[src/rtl/pwm_led_driver.sv]
// ============================================================================
// Module  : pwm_led_driver
// Brief   : Fixed-period PWM LED driver; duty sampled at period boundaries.
// Revision: 1.0
// ============================================================================
`default_nettype none

module pwm_led_driver #(
    parameter int WIDTH      = 8,
    parameter int PRESCALER  = 0,
    parameter bit ACTIVE_LOW = 1'b1
) (
    input  logic             clk,
    input  logic             rst_n,
    input  logic             enable,
    input  logic [WIDTH-1:0] duty,
    output logic             pwm_out,
    output logic             period_start,
    output logic             busy
);

    typedef enum logic [1:0] {
        IDLE  = 2'd0,
        RUN   = 2'd1,
        DRAIN = 2'd2
    } state_t;

    localparam logic [WIDTH-1:0] CNT_MAX = '1;

    state_t           state;
    state_t           state_next;
    logic [WIDTH-1:0] pwm_cnt;
    logic [WIDTH-1:0] duty_sh;
    logic             tick;
    logic             wrap;
    logic             reload;
    logic             led_on;

    // Prescaler is a clock enable only; it restarts from zero every time the
    // driver leaves IDLE so each period is exactly 2^(WIDTH+PRESCALER) clks.
    if (PRESCALER > 0) begin : g_prescale
        logic [PRESCALER-1:0] pre_cnt;

        always_ff @(posedge clk or negedge rst_n) begin
            if (!rst_n) begin
                pre_cnt <= '0;
            end else if (state == IDLE) begin
                pre_cnt <= '0;
            end else begin
                pre_cnt <= pre_cnt + 1'b1;
            end
        end

        assign tick = &pre_cnt;
    end else begin : g_no_prescale
        assign tick = 1'b1;
    end

    assign wrap = tick && (pwm_cnt == CNT_MAX);

    always_ff @(posedge clk or negedge rst_n) begin
        if (!rst_n) begin
            state <= IDLE;
        end else begin
            state <= state_next;
        end
    end

    always_comb begin
        state_next = state;
        reload     = 1'b0;
        case (state)
            IDLE: begin
                if (enable) begin
                    state_next = RUN;
                    reload     = 1'b1;
                end
            end
            RUN: begin
                if (wrap) begin
                    if (enable) begin
                        reload = 1'b1;
                    end else begin
                        state_next = IDLE;
                    end
                end else if (!enable) begin
                    state_next = DRAIN;
                end
            end
            DRAIN: begin
                // Re-enable before the wrap resumes the running period untouched.
                if (wrap) begin
                    if (enable) begin
                        state_next = RUN;
                        reload     = 1'b1;
                    end else begin
                        state_next = IDLE;
                    end
                end else if (enable) begin
                    state_next = RUN;
                end
            end
            default: begin
                state_next = IDLE;
            end
        endcase
        // Full-scale duty stays on across the wrap instead of dropping one tick.
        led_on = (state != IDLE) && ((duty_sh == CNT_MAX) || (pwm_cnt < duty_sh));
    end

    always_ff @(posedge clk or negedge rst_n) begin
        if (!rst_n) begin
            pwm_cnt      <= '0;
            duty_sh      <= '0;
            period_start <= 1'b0;
            busy         <= 1'b0;
            pwm_out      <= ACTIVE_LOW;
        end else begin
            period_start <= reload;
            busy         <= (state_next != IDLE);
            pwm_out      <= led_on ^ ACTIVE_LOW;
            if (reload) begin
                duty_sh <= duty;
            end
            if (state == IDLE) begin
                pwm_cnt <= '0;
            end else if (tick) begin
                pwm_cnt <= pwm_cnt + 1'b1;
            end
        end
    end

endmodule

`default_nettype wire
[config.mk]
export PLATFORM = sky130hd
export DESIGN_NAME = pwm_led_driver
export DESIGN_NICKNAME = d
export VERILOG_FILES = /design/src/rtl/pwm_led_driver.sv
export SDC_FILE = /design/constraint.sdc
export NUM_CORES = 1
export LEC_CHECK = 0
export CORE_UTILIZATION = 40
export DETAILED_ROUTE_END_ITERATION = 8
export REMOVE_ABC_BUFFERS = 1
export SLEW_MARGIN = 20
export SYNTH_ARGS = -nofsm -noshare
export SYNTH_HDL_FRONTEND = slang
export SYNTH_SLANG_ARGS = --single-unit
[constraint.sdc]
create_clock -name clk -period 1.85 [get_ports clk]
set_clock_uncertainty 0.2 [all_clocks]
set_input_delay 0.185 -clock clk [delete_from_list [all_inputs] [get_ports clk]]
set_output_delay 0.185 -clock clk [all_outputs]
set_load 0.01 [all_outputs]
==> flow_metrics.env, run 1 <==
export IMPL_status="finished with violations"
export IMPL_violations="negative hold slack"
export IMPL_power_frac_comb=0.521
export IMPL_synth_edf_count=0
export IMPL_max_clock_freq_ghz=0.5587
export IMPL_p_sw_mw=0.8269
export IMPL_clkPwrFrac=0.116
export IMPL_dp_slack_ps=-16.39
export IMPL_synth_ff_type="dfrtp_1"
export IMPL_start_util=0.4287
export IMPL_endpoint_kind="flip-flop"
export IMPL_areaGrowthSynthToFinish_pct=23.82
export IMPL_final_setup_worst_slack_ps=60.24
export IMPL_critPathLaunchType="flip-flop"
export IMPL_critPathMaxStageDelay_ps=440
export IMPL_n_antenna_cell=0
export IMPL_grt_pass1_wl_mm=4.215
export IMPL_netlist_area_leader_share=0.4197
export IMPL_cts_max_level=1
export IMPL_via_per_inst=5.420
export IMPL_sw_frac_of_total=0.4018
export IMPL_yosysSeqAreaShare=0.4418
export IMPL_synth_seq_cells=21
export IMPL_cellPowerDensity_nw_per_um2=1394
export IMPL_synthTopCellsByCount="dfrtp_1 (20), ha_1 (12), nand2_1 (12), nor2_1 (12), inv_1 (10)"
export IMPL_fp_dieH_um=56.60
export IMPL_fin_nets=169
export IMPL_cts_reportedPaths_clkPinSlew_ps=140
export IMPL_intPower_mw=1.231
export IMPL_fp_coreArea_um2=2781
export IMPL_cts_inserted_buffers=3
export IMPL_seq_power_share=0.363
export IMPL_r2r_end="busy$_DFF_PN0_"
export IMPL_crit_type="flip-flop to flip-flop"
export IMPL_relSlewSlack=0.7472
export IMPL_antenna_found_initial=0
export IMPL_power_leakage_nw=0.6689
export IMPL_setup_viol=0
export IMPL_ff2ff_path_depth=6
export IMPL_async_reset_ff_frac=1.000
export IMPL_path_max_fanout=3
export IMPL_dp_cells=170
export IMPL_hold_path_class="primary input to async pin"
export IMPL_synth_most_common_cell="dfrtp_1"
export IMPL_wl_per_cell_um=15.28
export IMPL_crit_arrival_ps=1850
export IMPL_yosys_top_cells_area="dfrtp_1 (42%), ha_1 (13%), nand2_1 (3.8%)"
export IMPL_io_pins=14
export IMPL_detail_route_iter0_violations=39
export IMPL_synth_area_um2=1192
export IMPL_die_width_um=56.60
export IMPL_syn_area_per_cell_um2=9.937
export IMPL_fin_crit_sh=0.9674
export IMPL_ir_drop_mv=0.8993
export IMPL_final_cells=176
export IMPL_cts_root_buffer="clkbuf_4"
export IMPL_vias=954
export IMPL_clock_latency_ps=320
export IMPL_finalCriticalPeriod_ps=1790
export IMPL_drt_antenna_violating_nets=0
export IMPL_fin_hold_ws_ps=-11.06
export IMPL_overflow=0
export IMPL_finalWeightedCongestion=0.8114
export IMPL_die_area_um2=3204
export IMPL_tightestPinTransition_ps=378.2
export IMPL_grt_start_max_net_pins=22
export IMPL_drc=0
export IMPL_slowest_stage="dfrtp_1"
export IMPL_rows=19
export IMPL_synth_warnings=0
export IMPL_nFillCells=268
export IMPL_slew_viol_final=0
export IMPL_placement_io_buffers=13
export IMPL_cts_tree="yes"
export IMPL_drive_gt1_frac=0.1793
export IMPL_netlist_instances=120
export IMPL_required_ps=1910
export IMPL_ff_latch_area_um2=526.8
export IMPL_multi_input_area_um2=625.6
export IMPL_r2r_slack_ps=60
export IMPL_finalHoldViolCount=11
export IMPL_max_cap_violations=0
export IMPL_clock_sinks=21
export IMPL_cp_cell_sequence="inv_2 -> ha_1 -> nor2_1 -> nor4_2 -> o21ai_0 -> a21oi_1"
export IMPL_timing_rr_start="state[0]$_DFF_PN0_"
export IMPL_grt_util_all_layers=0.1731
export IMPL_synth_cell_type_count=33
export IMPL_grt_pass1_vias=918
export IMPL_cts_buffer_depth=2
export IMPL_synth_top_area_cell="dfrtp_1"
export IMPL_firstDrtPassIters=4
export IMPL_dpl_hpwl_mm=1.893
export IMPL_finalWirelength_mm=2.689
## sequential cells by signal, summed over array words and instances (netlist names)
| name | cells |
|---|---|
| duty_sh | 8 |
| pwm_out | 1 |
| pwm_cnt | 8 |
| busy | 1 |
| period_start | 1 |
| state | 2 |
## power groups by stage
stage	registers [mW]	clock network, mW	logic [mW]
5_1_grt	0.765	0.266	1.19
2_1_floorplan	0.746	0	0.618
3_3_place_gp	0.757	0	0.934
4_1_cts	0.752	0.243	0.984
6_report	0.748	0.239	1.07
3_5_place_dp	0.763	0	0.973
## metrics by stage
stage	TNS (ps)	cell area, µm²	hold WS (ps)	util	total power, mW
floorplan	-390.3	1167	-310.6	-	1.364
global placement	0	1411	261.1	0.5074	1.691
detailed placement	-16.39	1411	280.5	0.5074	1.736
CTS	0	1445	1.632	0.5196	1.980
global route	-18.65	1476	8.227	0.5308	2.221
finish	0	1476	-11.06	0.5308	2.058
## kinds of logic (layout without fill, tap and decap cells)
logic type / Yosys count / in the layout / share of synthesized area
buf+inv: 14 / 39 / 0.05247
simple gates: 44 / 44 / 0.1868
compound gates: 22 / 22 / 0.1364
flops: 21 / 21 / 0.4418
xor+xnor: 6 / 6 / 0.04408
fa+ha+maj: 12 / 12 / 0.1259
mux: 1 / 1 / 0.01259
## per-layer routing
layer	vias to the layer above	wire (µm)	part of all wire	global-route usage
met1	469	1221	0.45	0.2415
met4	0	19	0.0071	0.06272
li1	472	-	-	-
met2	11	1383	0.51	0.2756
met3	2	65	0.024	0.02074
met5	-	0	0	0
## layout make-up
type | count | area share
Clock buffer | 3 | 0.01525
Clock inverter | 1 | 0.003390
Inverter | 10 | 0.02542
Multi-Input combinational cell | 85 | 0.4237
Sequential cell | 21 | 0.3568
Tap cell | 31 | 0.02627
Timing Repair Buffer | 25 | 0.1492
## placed cells by master (no fill, tap or decap), drive strengths merged
cell type,netlist,routed
a2111oi,2,2
a211oi,1,1
a21oi,3,3
a31oi,1,1
a32oi,2,2
a41oi,1,1
and3,3,3
and4,1,1
buf,4,12
clkbuf,0,3
clkdlybuf4s50,0,13
clkinv,0,1
dfrtp,20,20
dfstp,1,1
ha,12,12
inv,10,10
mux2,1,1
nand2,12,12
nand2b,1,1
nand3,4,4
nand4,1,1
nor2,12,12
nor2b,3,3
nor3,3,3
nor3b,1,1
nor4,2,2
o211ai,1,1
o21ai,4,4
o22ai,7,7
or3,1,1
xnor2,3,3
xor2,3,3
## worst max path at each step
stage | from | slack, ps | cells past startpoint | endpoint
after CTS | pwm_cnt[0]$_DFF_PN0_ | 50 | 6 | duty_sh[2]$_DFFE_PN0P_
after global routing | state[0]$_DFF_PN0_ | -20 | 6 | busy$_DFF_PN0_
final | state[0]$_DFF_PN0_ | 60 | 6 | busy$_DFF_PN0_
after global placement | pwm_cnt[0]$_DFF_PN0_ | 100 | 5 | duty_sh[0]$_DFFE_PN0P_
after floorplan | state[0]$_DFF_PN0_ | -220 | 4 | duty_sh[0]$_DFFE_PN0P_
after detailed placement | state[0]$_DFF_PN0_ | -20 | 6 | busy$_DFF_PN0_
## worst max-delay path: cells and delay by family (launching register included)
kind,cells,cell delay (ps)
AND/OR/NAND/NOR,2,490
flip-flops,1,440
AO/OA/AOI/OAI,2,300
adder cells (fa/ha/maj),1,190
buffers and inverters,1,110
## what timing repair did
item,CTS,global route
hold endpoints to repair,0,0
pin swaps,0,1
gates resized for setup,1,5
buffers inserted,0,2
endpoints found under the setup margin,1,4
hold buffers,0,0
Note: power is estimated with default switching activity, not from simulation.
==> inputs of run 2 (changes only) <==
--- a/config.mk
+++ b/config.mk
@@ -7,6 +7,7 @@
 export LEC_CHECK = 0
 export CORE_UTILIZATION = 40
 export DETAILED_ROUTE_END_ITERATION = 8
+export PLACE_DENSITY = 0.67
 export REMOVE_ABC_BUFFERS = 1
 export SLEW_MARGIN = 20
 export SYNTH_ARGS = -nofsm -noshare
==> flow_metrics.env, run 2 (synthesis gave the netlist of run 1 again) <==
export IMPL_final_common_cell="dfrtp_1"
export IMPL_cts_inserted_buffers=3
export IMPL_max_clock_freq_ghz=0.5675
export IMPL_finalCriticalPeriod_ps=1762
export IMPL_power_frac_comb=0.536
export IMPL_io_pins=14
export IMPL_fin_crit_sh=0.9525
export IMPL_cts_reportedPaths_clkPinSlew_ps=120
export IMPL_critPathLaunchType="flip-flop"
export IMPL_cts_max_level=1
export IMPL_cellPowerDensity_nw_per_um2=1377
export IMPL_endpoint_kind="flip-flop"
export IMPL_die_width_um=56.60
export IMPL_path_max_fanout=2
export IMPL_wl_per_cell_um=15.03
export IMPL_overflow=0
export IMPL_seq_power_share=0.357
export IMPL_required_ps=1900
export IMPL_slew_viol_final=0
export IMPL_fin_nets=172
export IMPL_n_antenna_cell=0
export IMPL_vias=988
export IMPL_drc=0
export IMPL_status="finished clean"
export IMPL_clock_latency_ps=310
export IMPL_start_util=0.4287
export IMPL_timing_rr_start="duty_sh[5]$_DFFE_PN0P_"
export IMPL_fp_coreArea_um2=2781
export IMPL_reg_top3="duty_sh (8), pwm_cnt (8), state (2)"
export IMPL_place_area_um2=1411
export IMPL_drive_gt1_frac=0.1959
export IMPL_clock_sinks=21
export IMPL_tightestPinTransition_ps=396.0
export IMPL_grt_start_max_net_pins=22
export IMPL_hold_path_class="primary input to async pin"
export IMPL_relSlewSlack=0.7353
export IMPL_finalHoldViolCount=0
export IMPL_areaGrowthSynthToFinish_pct=27.70
export IMPL_p_sw_mw=0.8268
export IMPL_setup_viol=0
export IMPL_crit_type="flip-flop to flip-flop"
export IMPL_via_per_inst=5.520
export IMPL_power_leakage_nw=0.6900
export IMPL_sw_frac_of_total=0.3944
export IMPL_max_cap_violations=0
export IMPL_r2r_end="pwm_out$_DFF_PN1_"
export IMPL_fp_dieH_um=56.60
export IMPL_rows=19
export IMPL_final_cells=179
export IMPL_drt_antenna_violating_nets=0
export IMPL_dp_cells=170
export IMPL_die_area_um2=3204
export IMPL_final_cell_mix="dfrtp_1 (20), buf_4 (15), clkdlybuf4s50_1 (13), nor2_1 (12), nand2_1 (12)"
export IMPL_cts_buffer_depth=2
export IMPL_r2r_slack_ps=90
export IMPL_clkPwrFrac=0.107
export IMPL_placement_io_buffers=13
export IMPL_dpl_hpwl_mm=1.955
export IMPL_grt_pass1_vias=995
export IMPL_finalWirelength_mm=2.690
export IMPL_hold_buffers=0
export IMPL_grt_util_all_layers=0.1745
export IMPL_cts_root_buffer="clkbuf_4"
export IMPL_antenna_found_initial=0
export IMPL_ir_drop_mv=1.066
export IMPL_finalWeightedCongestion=0.8701
export IMPL_detail_route_iter0_violations=41
export IMPL_intPower_mw=1.270
export IMPL_fin_area_um2=1523
export IMPL_crit_arrival_ps=1810
export IMPL_grt_pass1_wl_mm=4.312
export IMPL_cts_tree="yes"
export IMPL_ff2ff_path_depth=6
export IMPL_firstDrtPassIters=5
[run 2: layer usage]
layer / wire (µm) / GRT usage
met5: 0 / 0
met2: 1342 / 0.2908
met3: 102 / 0.04147
met1: 1199 / 0.2283
met4: 47 / 0.04181
[run 2: final cells by class]
type / count / area, µm²
timing repair buffer: 28 / 242.7
clock inverter: 1 / 5.005
sequential: 21 / 526.8
clock buffer: 3 / 22.52
multi-input combinational: 85 / 649.4
tap: 31 / 38.79
inverter: 10 / 37.54
fill: 248 / 1259
[run 2: worst max path at each step]
stage | from | endpoint | depth (start not counted)
floorplan | state[0]$_DFF_PN0_ | duty_sh[0]$_DFFE_PN0P_ | 4
global placement | pwm_cnt[0]$_DFF_PN0_ | duty_sh[0]$_DFFE_PN0P_ | 5
detailed placement | state[0]$_DFF_PN0_ | busy$_DFF_PN0_ | 6
CTS | state[0]$_DFF_PN0_ | duty_sh[0]$_DFFE_PN0P_ | 5
global route | duty_sh[5]$_DFFE_PN0P_ | pwm_out$_DFF_PN1_ | 6
finish | duty_sh[5]$_DFFE_PN0P_ | pwm_out$_DFF_PN1_ | 6
[run 2: stage by stage]
| stage | util | hold WS (ps) | worst slack (ps) | setup TNS (ps) | power [mW] |
|---|---|---|---|---|---|
| after global routing | 0.5475 | 5.967 | -5.023 | -5.023 | 2.262 |
| final | 0.5475 | 2.916 | 87.89 | 0 | 2.096 |
| after detailed placement | 0.5074 | 266.9 | -73.82 | -73.82 | 1.728 |
| after CTS | 0.5196 | 4.797 | 54.80 | 0 | 1.964 |
| after floorplan | - | -310.6 | -219.8 | -390.3 | 1.364 |
| after global placement | 0.5074 | 265.7 | 93.74 | 0 | 1.679 |
[run 2: repair_timing]
item | 4_1_cts | 5_1_grt
pin swaps | 0 | 2
endpoints found under the hold margin | 0 | 0
resized for setup | 1 | 8
setup buffers | 0 | 5
setup endpoints to repair | 2 | 9
[run 2: critical path, cell delays in order (launching register included)]
cell	delay [ps]
dfrtp_1	370
inv_1	70
ha_1	300
and4_1	190
o21ai_0	80
or3_1	380
a21oi_1	130
[run 2: power groups by stage]
stage          Sequential, mW  Combinational [mW]  Clock [mW]
3_5_place_dp            0.762               0.966           0
5_1_grt                 0.767                1.25       0.248
4_1_cts                 0.751               0.979       0.234
2_1_floorplan           0.746               0.618           0
3_3_place_gp            0.752               0.927           0
6_report                0.748                1.12       0.225
==> edit: new RTL, settings of run 2 <==
Make the reset (`rst_n`) synchronous in 3 clocked blocks.
--- a/src/rtl/pwm_led_driver.sv
+++ b/src/rtl/pwm_led_driver.sv
@@ -41,7 +41,7 @@
     if (PRESCALER > 0) begin : g_prescale
         logic [PRESCALER-1:0] pre_cnt;
 
-        always_ff @(posedge clk or negedge rst_n) begin
+        always_ff @(posedge clk) begin
             if (!rst_n) begin
                 pre_cnt <= '0;
             end else if (state == IDLE) begin
@@ -58,7 +58,7 @@
 
     assign wrap = tick && (pwm_cnt == CNT_MAX);
 
-    always_ff @(posedge clk or negedge rst_n) begin
+    always_ff @(posedge clk) begin
         if (!rst_n) begin
             state <= IDLE;
         end else begin
@@ -108,7 +108,7 @@
         led_on = (state != IDLE) && ((duty_sh == CNT_MAX) || (pwm_cnt < duty_sh));
     end
 
-    always_ff @(posedge clk or negedge rst_n) begin
+    always_ff @(posedge clk) begin
         if (!rst_n) begin
             pwm_cnt      <= '0;
             duty_sh      <= '0;
Check against the original RTL: differs if rst_n is asserted again (counterexample within 4 cycles, from zero or initial values and one cycle with rst_n low); with rst_n held inactive, the same outputs for 10 cycles.
==> edit against run 2 <==
First-iteration DRC count is 41% lower; worst setup slack gained 45 ps; count of clock-buffer cells in the layout unchanged; die area is 4.4% lower; fmax rose by 2.6%; final area down 9.7%; synthesized area decreased by 4.5%; routed wire length decreased by 13%; sequential cell count is the same.
Power is not compared: it rests on default switching activity, and its combinational part moved more than twofold at a synthesized area within 25%.
==> edit: results <==
{
  "synth_commonest_cells": "dfxtp_1 (21), ha_1 (12), nand3_1 (12), o21ai_0 (12), inv_1 (10)",
  "synth.area.top_cells": "dfxtp_1 (37%), ha_1 (13%), nand3_1 (5.3%)",
  "synthArstFlopShare_pct": 0,
  "viasPerCell": 5.469,
  "fin_worst_hold_slack_ps": 239.3,
  "place_worst_setup_slack_ps": 83.03,
  "place_area_um2": 1339,
  "num_vias": 968,
  "grt_usage_pct": 16.37,
  "yosysUniqueCellTypes": 32,
  "r2r_end": "duty_sh[3]",
  "initialDrtViolationCount": 24,
  "critPathMaxFanout": 8,
  "m1WireLength_um": 1112,
  "met2RoutedLength_um": 1162,
  "synth_compound_area_share_pct": 21.76,
  "synth_mux_area_share_pct": 0,
  "worst_pin_slew_ps": 332.5,
  "use_met1_pct": 19.97,
  "grt_max_degree": 13,
  "min_path_type": "in -> reg",
  "cp_data_arrival_time_ps": 1720,
  "wl_met3_um": 59,
  "met2_usage_pct": 28.40,
  "dp_hpwl_um": 1847,
  "dp.cells": 173,
  "ys.flop_type": "dfxtp_1",
  "drt_first_pass_iters": 4,
  "ff2ff_setup_slack_ps": 130,
  "yosysSeqAreaShare_pct": 36.92,
  "drive_gt1_share_pct": 11.56,
  "syn_area_per_cell_um2": 8.965,
  "status": "finished, final reports clean",
  "critPathSlowestCell": "dfxtp_2",
  "yosys.area_share.xor_xnor_pct": 3.077,
  "grt_pass1_wl_um": 4057,
  "critical-path-top-delay-family": "compound AO/OA/AOI/OAI gates",
  "wirelength_um": 2348,
  "synthAdderAreaFrac_pct": 13.19,
  "cts_resized": 0,
  "htreeDepth": 1
}
## edit: final cells by class
cell class              count  area [um2]  area share, %
multi-input cells          93       675.6          49.14
clock inverters             1       5.005         0.3640
repair buffers             19       175.2          12.74
well taps                  30       37.54          2.730
clock buffers               3       22.52          1.638
inverters                  10       37.54          2.730
flip-flops and latches     21       421.7          30.66
## edit: worst max path at each step
stage	from	endpoint	slack, ps	cells after the start
global route	state[0]	duty_sh[3]	4	6
finish	state[0]	duty_sh[3]	130	6
floorplan	state[1]	pwm_out	110	5
global placement	state[0]	duty_sh[7]	110	6
detailed placement	state[0]	duty_sh[3]	80	6
CTS	state[0]	duty_sh[6]	60	6
## edit: power breakdown
| part | switching (uW) | internal (uW) | leakage (uW) |
|---|---|---|---|
| Clock | 139 | 80.6 | 0.0000177 |
| Sequential | 17.8 | 479 | 0.000172 |
| Combinational | 81.1 | 92.8 | 0.000357 |
